$ cat src/rtl/decode_queue_pkg.sv
// Shared decode constants, bundle/format types and opcode classification helpers.
// The bundle carries an illegal bit only when DECODE_ILLEGAL_CHECK_EN is defined.
package decode_queue_pkg;

    localparam int XLEN = 32;

    localparam logic [6:0] OPCODE_RTYPE  = 7'b0110011;
    localparam logic [6:0] OPCODE_ITYPE  = 7'b0010011;
    localparam logic [6:0] OPCODE_LOAD   = 7'b0000011;
    localparam logic [6:0] OPCODE_JALR   = 7'b1100111;
    localparam logic [6:0] OPCODE_STORE  = 7'b0100011;
    localparam logic [6:0] OPCODE_BRANCH = 7'b1100011;
    localparam logic [6:0] OPCODE_LUI    = 7'b0110111;
    localparam logic [6:0] OPCODE_AUIPC  = 7'b0010111;
    localparam logic [6:0] OPCODE_JAL    = 7'b1101111;

    localparam logic [2:0] FUNCT3_SLL     = 3'b001;
    localparam logic [2:0] FUNCT3_SRL_SRA = 3'b101;

    localparam logic [6:0] FUNCT7_BASE = 7'h00;
    localparam logic [6:0] FUNCT7_ALT  = 7'h20;

    typedef enum logic [2:0] {
        FMT_R,
        FMT_I,
        FMT_S,
        FMT_B,
        FMT_U,
        FMT_J,
        FMT_X
    } insn_fmt_e;

    typedef struct packed {
`ifdef DECODE_ILLEGAL_CHECK_EN
        logic            illegal;
`endif
        logic [XLEN-1:0] insn;
        logic [6:0]      opcode;
        logic [4:0]      rd;
        logic [4:0]      rs1;
        logic [4:0]      rs2;
        logic [2:0]      funct3;
        logic [6:0]      funct7;
        logic [4:0]      shamt;
        logic [XLEN-1:0] imm;
        logic            uses_rs1;
        logic            uses_rs2;
        logic            writes_rd;
    } decoded_bundle_t;

    function automatic insn_fmt_e opcode_fmt(input logic [6:0] opcode);
        insn_fmt_e fmt;
        case (opcode)
            OPCODE_RTYPE:                          fmt = FMT_R;
            OPCODE_ITYPE, OPCODE_LOAD, OPCODE_JALR: fmt = FMT_I;
            OPCODE_STORE:                          fmt = FMT_S;
            OPCODE_BRANCH:                         fmt = FMT_B;
            OPCODE_LUI, OPCODE_AUIPC:              fmt = FMT_U;
            OPCODE_JAL:                            fmt = FMT_J;
            default:                               fmt = FMT_X;
        endcase
        return fmt;
    endfunction

    function automatic logic is_shift_imm(input logic [6:0] opcode, input logic [2:0] funct3);
        return (opcode == OPCODE_ITYPE) &&
               ((funct3 == FUNCT3_SLL) || (funct3 == FUNCT3_SRL_SRA));
    endfunction

endpackage

$ cat src/rtl/decode_fields.sv
// Combinational decoder: raw instruction word to decoded_bundle_t, including immediates.
// Illegal-opcode/funct7 flagging is compiled in with DECODE_ILLEGAL_CHECK_EN.
module decode_fields
    import decode_queue_pkg::*;
(
    input  logic [XLEN-1:0] insn,
    output decoded_bundle_t bundle
);

    insn_fmt_e fmt;
    logic      shift_imm;

    assign fmt       = opcode_fmt(insn[6:0]);
    assign shift_imm = is_shift_imm(insn[6:0], insn[14:12]);

    // Unknown opcodes keep raw register fields but claim no operands.
    always_comb begin
        bundle           = '0;
        bundle.insn      = insn;
        bundle.opcode    = insn[6:0];
        bundle.rd        = insn[11:7];
        bundle.rs1       = insn[19:15];
        bundle.rs2       = insn[24:20];
        bundle.funct3    = insn[14:12];
        bundle.funct7    = insn[31:25];
        bundle.shamt     = shift_imm ? insn[24:20] : 5'd0;

        case (fmt)
            FMT_R: begin
                bundle.uses_rs1  = 1'b1;
                bundle.uses_rs2  = 1'b1;
                bundle.writes_rd = 1'b1;
            end
            FMT_I: begin
                bundle.rs2       = 5'd0;
                bundle.uses_rs1  = 1'b1;
                bundle.writes_rd = 1'b1;
                bundle.imm       = {{20{insn[31]}}, insn[31:20]};
            end
            FMT_S: begin
                bundle.rd        = 5'd0;
                bundle.uses_rs1  = 1'b1;
                bundle.uses_rs2  = 1'b1;
                bundle.imm       = {{20{insn[31]}}, insn[31:25], insn[11:7]};
            end
            FMT_B: begin
                bundle.rd        = 5'd0;
                bundle.uses_rs1  = 1'b1;
                bundle.uses_rs2  = 1'b1;
                bundle.imm       = {{19{insn[31]}}, insn[31], insn[7],
                                    insn[30:25], insn[11:8], 1'b0};
            end
            FMT_U: begin
                bundle.rs1       = 5'd0;
                bundle.rs2       = 5'd0;
                bundle.writes_rd = 1'b1;
                bundle.imm       = {insn[31:12], 12'b0};
            end
            FMT_J: begin
                bundle.rs1       = 5'd0;
                bundle.rs2       = 5'd0;
                bundle.writes_rd = 1'b1;
                bundle.imm       = {{11{insn[31]}}, insn[31], insn[19:12],
                                    insn[20], insn[30:21], 1'b0};
            end
            default: begin
            end
        endcase

        if (bundle.rd == 5'd0) begin
            bundle.writes_rd = 1'b0;
        end

`ifdef DECODE_ILLEGAL_CHECK_EN
        bundle.illegal = (fmt == FMT_X) ||
                         (((fmt == FMT_R) || shift_imm) &&
                          (insn[31:25] != FUNCT7_BASE) && (insn[31:25] != FUNCT7_ALT));
`endif
    end

endmodule

$ cat src/rtl/decode_queue.sv
// Registered decode queue: decodes on push, buffers bundles in a FIFO, stalls on load-use.
// Optional illegal-instruction flag via DECODE_ILLEGAL_CHECK_EN (default: illegal_o = 0).
module decode_queue
    import decode_queue_pkg::*;
#(
    parameter int DWIDTH = 32,
    parameter int AWIDTH = 32,
    parameter int DEPTH  = 2
) (
    input  logic              clk,
    input  logic              rst,
    input  logic              flush_i,
    input  logic              in_valid_i,
    output logic              in_ready_o,
    input  logic [DWIDTH-1:0] insn_i,
    input  logic [AWIDTH-1:0] pc_i,
    output logic              out_valid_o,
    input  logic              out_ready_i,
    output logic [AWIDTH-1:0] pc_o,
    output logic [DWIDTH-1:0] insn_o,
    output logic [6:0]        opcode_o,
    output logic [4:0]        rd_o,
    output logic [4:0]        rs1_o,
    output logic [4:0]        rs2_o,
    output logic [2:0]        funct3_o,
    output logic [6:0]        funct7_o,
    output logic [4:0]        shamt_o,
    output logic [DWIDTH-1:0] imm_o,
    output logic              uses_rs1_o,
    output logic              uses_rs2_o,
    output logic              writes_rd_o,
    input  logic              ex_is_load_i,
    input  logic [4:0]        ex_rd_i,
    output logic              illegal_o
);

    localparam int PTRW = $clog2(DEPTH);
    localparam logic [PTRW:0] FULL_COUNT = (PTRW + 1)'(DEPTH);
    localparam logic [PTRW:0] PTR_ONE    = (PTRW + 1)'(1);

    if (DWIDTH != 32) begin : g_bad_dwidth
        $error("decode_queue: DWIDTH must be 32");
    end
    if ((DEPTH < 2) || ((1 << PTRW) != DEPTH)) begin : g_bad_depth
        $error("decode_queue: DEPTH must be a power of two and at least 2");
    end

    decoded_bundle_t   in_bundle;
    decoded_bundle_t   head;
    decoded_bundle_t   mem_bundle [DEPTH];
    logic [AWIDTH-1:0] mem_pc     [DEPTH];
    logic [PTRW:0]     wr_ptr;
    logic [PTRW:0]     rd_ptr;
    logic [PTRW:0]     count;
    logic              empty;
    logic              full;
    logic              hazard;
    logic              push;
    logic              pop;

    decode_fields u_decode_fields (
        .insn   (insn_i),
        .bundle (in_bundle)
    );

    assign count = wr_ptr - rd_ptr;
    assign empty = (count == '0);
    assign full  = (count == FULL_COUNT);
    assign head  = mem_bundle[rd_ptr[PTRW-1:0]];

    // Load-use: the head cannot leave while the load in execute will write one of its sources.
    assign hazard = ex_is_load_i && (ex_rd_i != 5'd0) &&
                    ((head.uses_rs1 && (head.rs1 == ex_rd_i)) ||
                     (head.uses_rs2 && (head.rs2 == ex_rd_i)));

    assign out_valid_o = !empty && !hazard;
    assign pop         = out_valid_o && out_ready_i;
    assign in_ready_o  = !full || pop;
    assign push        = in_valid_i && in_ready_o && !flush_i;

    // Reset zeroes every slot so the idle head presents all-zero outputs.
    always_ff @(posedge clk) begin
        if (rst) begin
            wr_ptr <= '0;
            rd_ptr <= '0;
            for (int i = 0; i < DEPTH; i++) begin
                mem_bundle[i] <= '0;
                mem_pc[i]     <= '0;
            end
        end else if (flush_i) begin
            wr_ptr <= '0;
            rd_ptr <= '0;
        end else begin
            if (push) begin
                mem_bundle[wr_ptr[PTRW-1:0]] <= in_bundle;
                mem_pc[wr_ptr[PTRW-1:0]]     <= pc_i;
                wr_ptr                       <= wr_ptr + PTR_ONE;
            end
            if (pop) begin
                rd_ptr <= rd_ptr + PTR_ONE;
            end
        end
    end

    assign pc_o        = mem_pc[rd_ptr[PTRW-1:0]];
    assign insn_o      = head.insn;
    assign opcode_o    = head.opcode;
    assign rd_o        = head.rd;
    assign rs1_o       = head.rs1;
    assign rs2_o       = head.rs2;
    assign funct3_o    = head.funct3;
    assign funct7_o    = head.funct7;
    assign shamt_o     = head.shamt;
    assign imm_o       = head.imm;
    assign uses_rs1_o  = head.uses_rs1;
    assign uses_rs2_o  = head.uses_rs2;
    assign writes_rd_o = head.writes_rd;

`ifdef DECODE_ILLEGAL_CHECK_EN
    assign illegal_o = head.illegal;
`else
    assign illegal_o = 1'b0;
`endif

endmodule

$ cat config.mk
export PLATFORM = sky130hd
export DESIGN_NAME = decode_queue
export DESIGN_NICKNAME = d
export VERILOG_FILES = /design/src/rtl/decode_queue_pkg.sv /design/src/rtl/decode_fields.sv /design/src/rtl/decode_queue.sv
export SDC_FILE = /design/constraint.sdc
export NUM_CORES = 1
export LEC_CHECK = 0
export ABC_CLOCK_PERIOD_IN_PS = 14200
export BUFFER_PORTS_ARGS = -buffer_cell sky130_fd_sc_hd__buf_4
export CAP_MARGIN = 10
export CORE_MARGIN = 8
export CORE_UTILIZATION = 45
export CTS_BUF_LIST = sky130_fd_sc_hd__clkbuf_8
export DETAILED_ROUTE_END_ITERATION = 7
export HOLD_SLACK_MARGIN = 0.06
export PLACE_DENSITY = 0.67
export SLEW_MARGIN = 20
export SYNTH_ARGS = -nofsm -noshare
export SYNTH_HDL_FRONTEND = slang
export SYNTH_SLANG_ARGS = --single-unit
$ cat constraint.sdc
create_clock -name clk -period 14.2 [get_ports clk]
set_input_delay 1.42 -clock clk [delete_from_list [all_inputs] [get_ports clk]]
set_output_delay 1.42 -clock clk [all_outputs]
set_load 0.02 [all_outputs]
==> metrics.md <==
| Metric | Value |
|---|---|
| Run status | finished, final reports clean |
| Part of the power in registers | between 50% and 60% |
| I/O pins | 214 |
| Avg Cell Area, Syn | around 13 sq um |
| Syn Nets | 970 |
| Clock latency on the worst-skew pair | between 500 and 600 ps |
| CTS clk-pin slew, worst paths | 60 ps |
| Die width | 179 microns |
| Ys flop type | edfxtp_1 |
| Area Growth Syn to Fin | 19.5% |
| Netlist cell types | 55 |
| Synth warn | 0 |
| DR WL/cell | approximately 22 microns |
| Clk pwr share | 34.8% |
| First-pass GRT wire length | ~48000 microns |
| Largest net degree at the start of global routing | a little under 90 |
| # rows | 59 |
| Crit path max fanout | 65 |
| Share of the synthesized area in the top cell type | 60.1% |
| Core area | ~26000 sq um |
| Placed Area | 13500 sq um |
| Util after Layout | 54.7% |
| TritonCTS buffer count | 42 |
| R2r endpoint | mem_bundle[0][79] |
| Slowest-stage cell, CP | a31oi_4 |
| Setup tns final | 0 ps |
| Worst path max stage delay | around 930 ps |
| Worst Hold Path EP | rd_ptr[1] |
| Most numerous cell on the critical path | buf_4 |
| Clock sinks | 243 |
| Worst R2R Setup Slack | 8610 ps |
| DRC | 0 |
| Fraction of layout cells with a size suffix above 1 | 37.0% |
| Endpoint type of the worst setup path | primary output |
| CP Cell Sequence | buf_4, mux2_2, xor2_1, nor3_1, nand3_1, a31oi_4, inv_1, buf_4 |
| Initial Util | a little under half |
| Iter 0 DRT Violations | 693 |
| Layout Skew | 15.5 ps |
| Post-synthesis register bit count | 243 |
| Post-synth ARST share | 0% |
| Vias in the first global route | 8224 |
| Final setup vio count | 0 |
| Nature of the critical path startpoint | flip-flop |
| Max Slew Vio Count | 0 |
| Power Density | 112 nW/um^2 |
| Fin crit period | 5980 ps |
| Largest area contributor in the netlist | edfxtp_1 |
| CP Buf/Inv Count | 3 |
| DRT Pass-1 Iters | 5 |
| HP Class | reg -> reg |
| Critical Path AT | 4560 ps |
| Post-Route WL | approximately 32000 microns |
| WP data required | 12780 ps |
| Syn Inst Count | 892 |
| Ranking of synthesized cells by area | edfxtp_1 (60%), mux2_2 (11%), nor3b_1 (7.9%) |
| RSZ-0062 raised after global routing | no |
| H-tree depth | 2 |
| ANT cells | 0 |
| Die height | 179 microns |
| Setup repair bufs after CTS | 0 |
| Remaining Overflow, GRT | 0 |
| Final hold vios | 0 |
| Worst hold start | rd_ptr[1] |
| # fillers | 2211 |
| Cts repair resizes | 0 |
| VDD IR-drop max | 0.0000592 V |
| Dpl hpwl | between 15000 and 20000 microns |
| FMAX | 0.167 GHz |
| Period utilisation layout | 42.1% |
| Fin area | 14200 sq um |
| CP Class | reg -> out |
| Antenna-violating nets left | 0 |
| Gate power share | roughly an eighth |
| Number of nets in the layout | 1142 |
| Worst slew pin tran | 1090 ps |
| Port buffer count | 212 |
| Initial antenna violation count | 0 |
| R2R depth | 9 |
| Via count | 8154 |
| Slew HR | 27.5% |
| Worst hold path stage count | 2 |
| Gr usage total | about a fifth |
| Post-synthesis sequential area ratio | 60.9% |
| Max Cap Viol | 0 |
| CTS max path bufs | 3 |
| Number of vias per cell | about 5.7 |
| LEAKAGE | 5.16 nW |
| RD Place Congestion | 0.840 |
| Root buffer cell | clkbuf_8 |
| TritonCTS clock tree | yes |
| Internal power | approximately 1.2 mW |
| Switching share of power | 25.3% |
| Hold Buf Count CTS | 0 |
| Synthesized cell area | about 12000 sq um |
| Number of flops mapped to enable cells by yosys | 238 |
| Die area | 31900 sq um |
| Crit-path leading delay family | buffers and inverters |
| NetSw | 404 uW |
-- Yosys cell counts, drive strengths merged, types with 2 or more instances --
| master | number |
|---|---|
| edfxtp | 238 |
| nand3 | 8 |
| xnor2 | 4 |
| o21ai | 12 |
| a221oi | 2 |
| o21bai | 2 |
| dfxtp | 5 |
| nand4 | 6 |
| o31ai | 4 |
| clkbuf | 48 |
| buf | 48 |
| ha | 3 |
| nand3b | 2 |
| nor2 | 15 |
| a21o | 5 |
| inv | 8 |
| o22ai | 2 |
| nor4 | 14 |
| mux2i | 3 |
| nor2b | 4 |
| a22oi | 13 |
| xor2 | 11 |
| and2 | 3 |
| a31o | 3 |
| nand2b | 20 |
| a21oi | 2 |
| nor3b | 125 |
| or3 | 3 |
| nor3 | 114 |
| mux2 | 117 |
| nand2 | 23 |
| or4 | 2 |
| a31oi | 4 |
| or2 | 3 |
| nand4b | 2 |
-- sequential cells by signal (all words and copies together) (netlist names), named ones only --
register    flops
mem_pc         64
wr_ptr          2
mem_bundle    174
rd_ptr          2
-- worst register-to-register path, delay by kind of cell, from the launching register on --
| kind | cells | cell delay [ps] |
|---|---|---|
| AOI/OAI and AO/OA | 2 | 1090 |
| muxes | 1 | 480 |
| DFF | 1 | 880 |
| and+or+nand+nor | 2 | 300 |
| xor gates and xnor gates | 1 | 140 |
| buffers and inverters | 3 | 2280 |
-- layout make-up --
type	count	area, sq um	area share, %
clock buffer	43	592	4.16
clock inverter	33	139	0.977
inverter	8	30.0	0.211
multi-input combinational	545	4110	28.9
sequential	243	7250	51.0
tap	335	419	2.95
timing repair buffer	224	1680	11.8
-- cells by family after synthesis --
kind of cell               share of synthesized area (%)
other                                             0.0315
buffers and inverters                               4.94
muxes                                               11.3
AOI/OAI and AO/OA                                   3.68
xor gates and xnor gates                            1.10
DFF                                                 60.9
and+or+nand+nor                                     17.7
adders and majority gates                          0.316
-- power by group through the flow --
stage | Sequential (mW) | Clock [mW] | Combinational (mW)
2_1_floorplan | 0.855 | 0 | 0.118
3_3_place_gp | 0.852 | 0 | 0.204
3_5_place_dp | 0.853 | 0 | 0.205
4_1_cts | 0.838 | 0.570 | 0.206
5_1_grt | 0.841 | 0.602 | 0.216
6_report | 0.838 | 0.556 | 0.204
-- worst max path at each step --
stage,start,endpoint,slack [ps],depth (start not counted)
floorplan,ex_rd_i[1],mem_bundle[0][0],5270,8
global placement,flip-flop,mem_bundle[0][32],8620,9
detailed placement,flip-flop,mem_bundle[0][30],8560,9
CTS,flip-flop,in_ready_o,8180,8
global route,flip-flop,in_ready_o,7880,8
finish,flip-flop,in_ready_o,8220,8
-- layout by cell type (no fill, tap or decap), drive strengths merged, types with 6 or more instances in the layout --
master / instances
inv: 20
nand2: 23
mux2: 117
edfxtp: 238
o21ai: 12
nand4: 6
nand2b: 20
nor2: 15
nand3: 8
clkbuf: 44
nor3: 114
clkinv: 19
nor3b: 125
nor4: 14
a22oi: 13
xor2: 11
buf: 223
-- layer usage --
layer	track usage [%]	vias to the layer above	part of all wire, %
met5	0	-	0
met4	5.06	0	1.6
met3	4.25	40	7.0
met2	31.2	285	48
met1	26.1	4099	43
li1	-	3730	-
-- per-stage QoR --
stage	setup slack [ps]	hold WS [ps]	total power, mW	cells
6_report	8220	545	1.60	1431
5_1_grt	7880	590	1.66	1431
4_1_cts	8180	547	1.61	1430
3_5_place_dp	8560	538	1.06	1354
3_3_place_gp	8620	520	1.06	1354
2_1_floorplan	5270	496	0.973	892
Power figures use the tool's default switching activity.
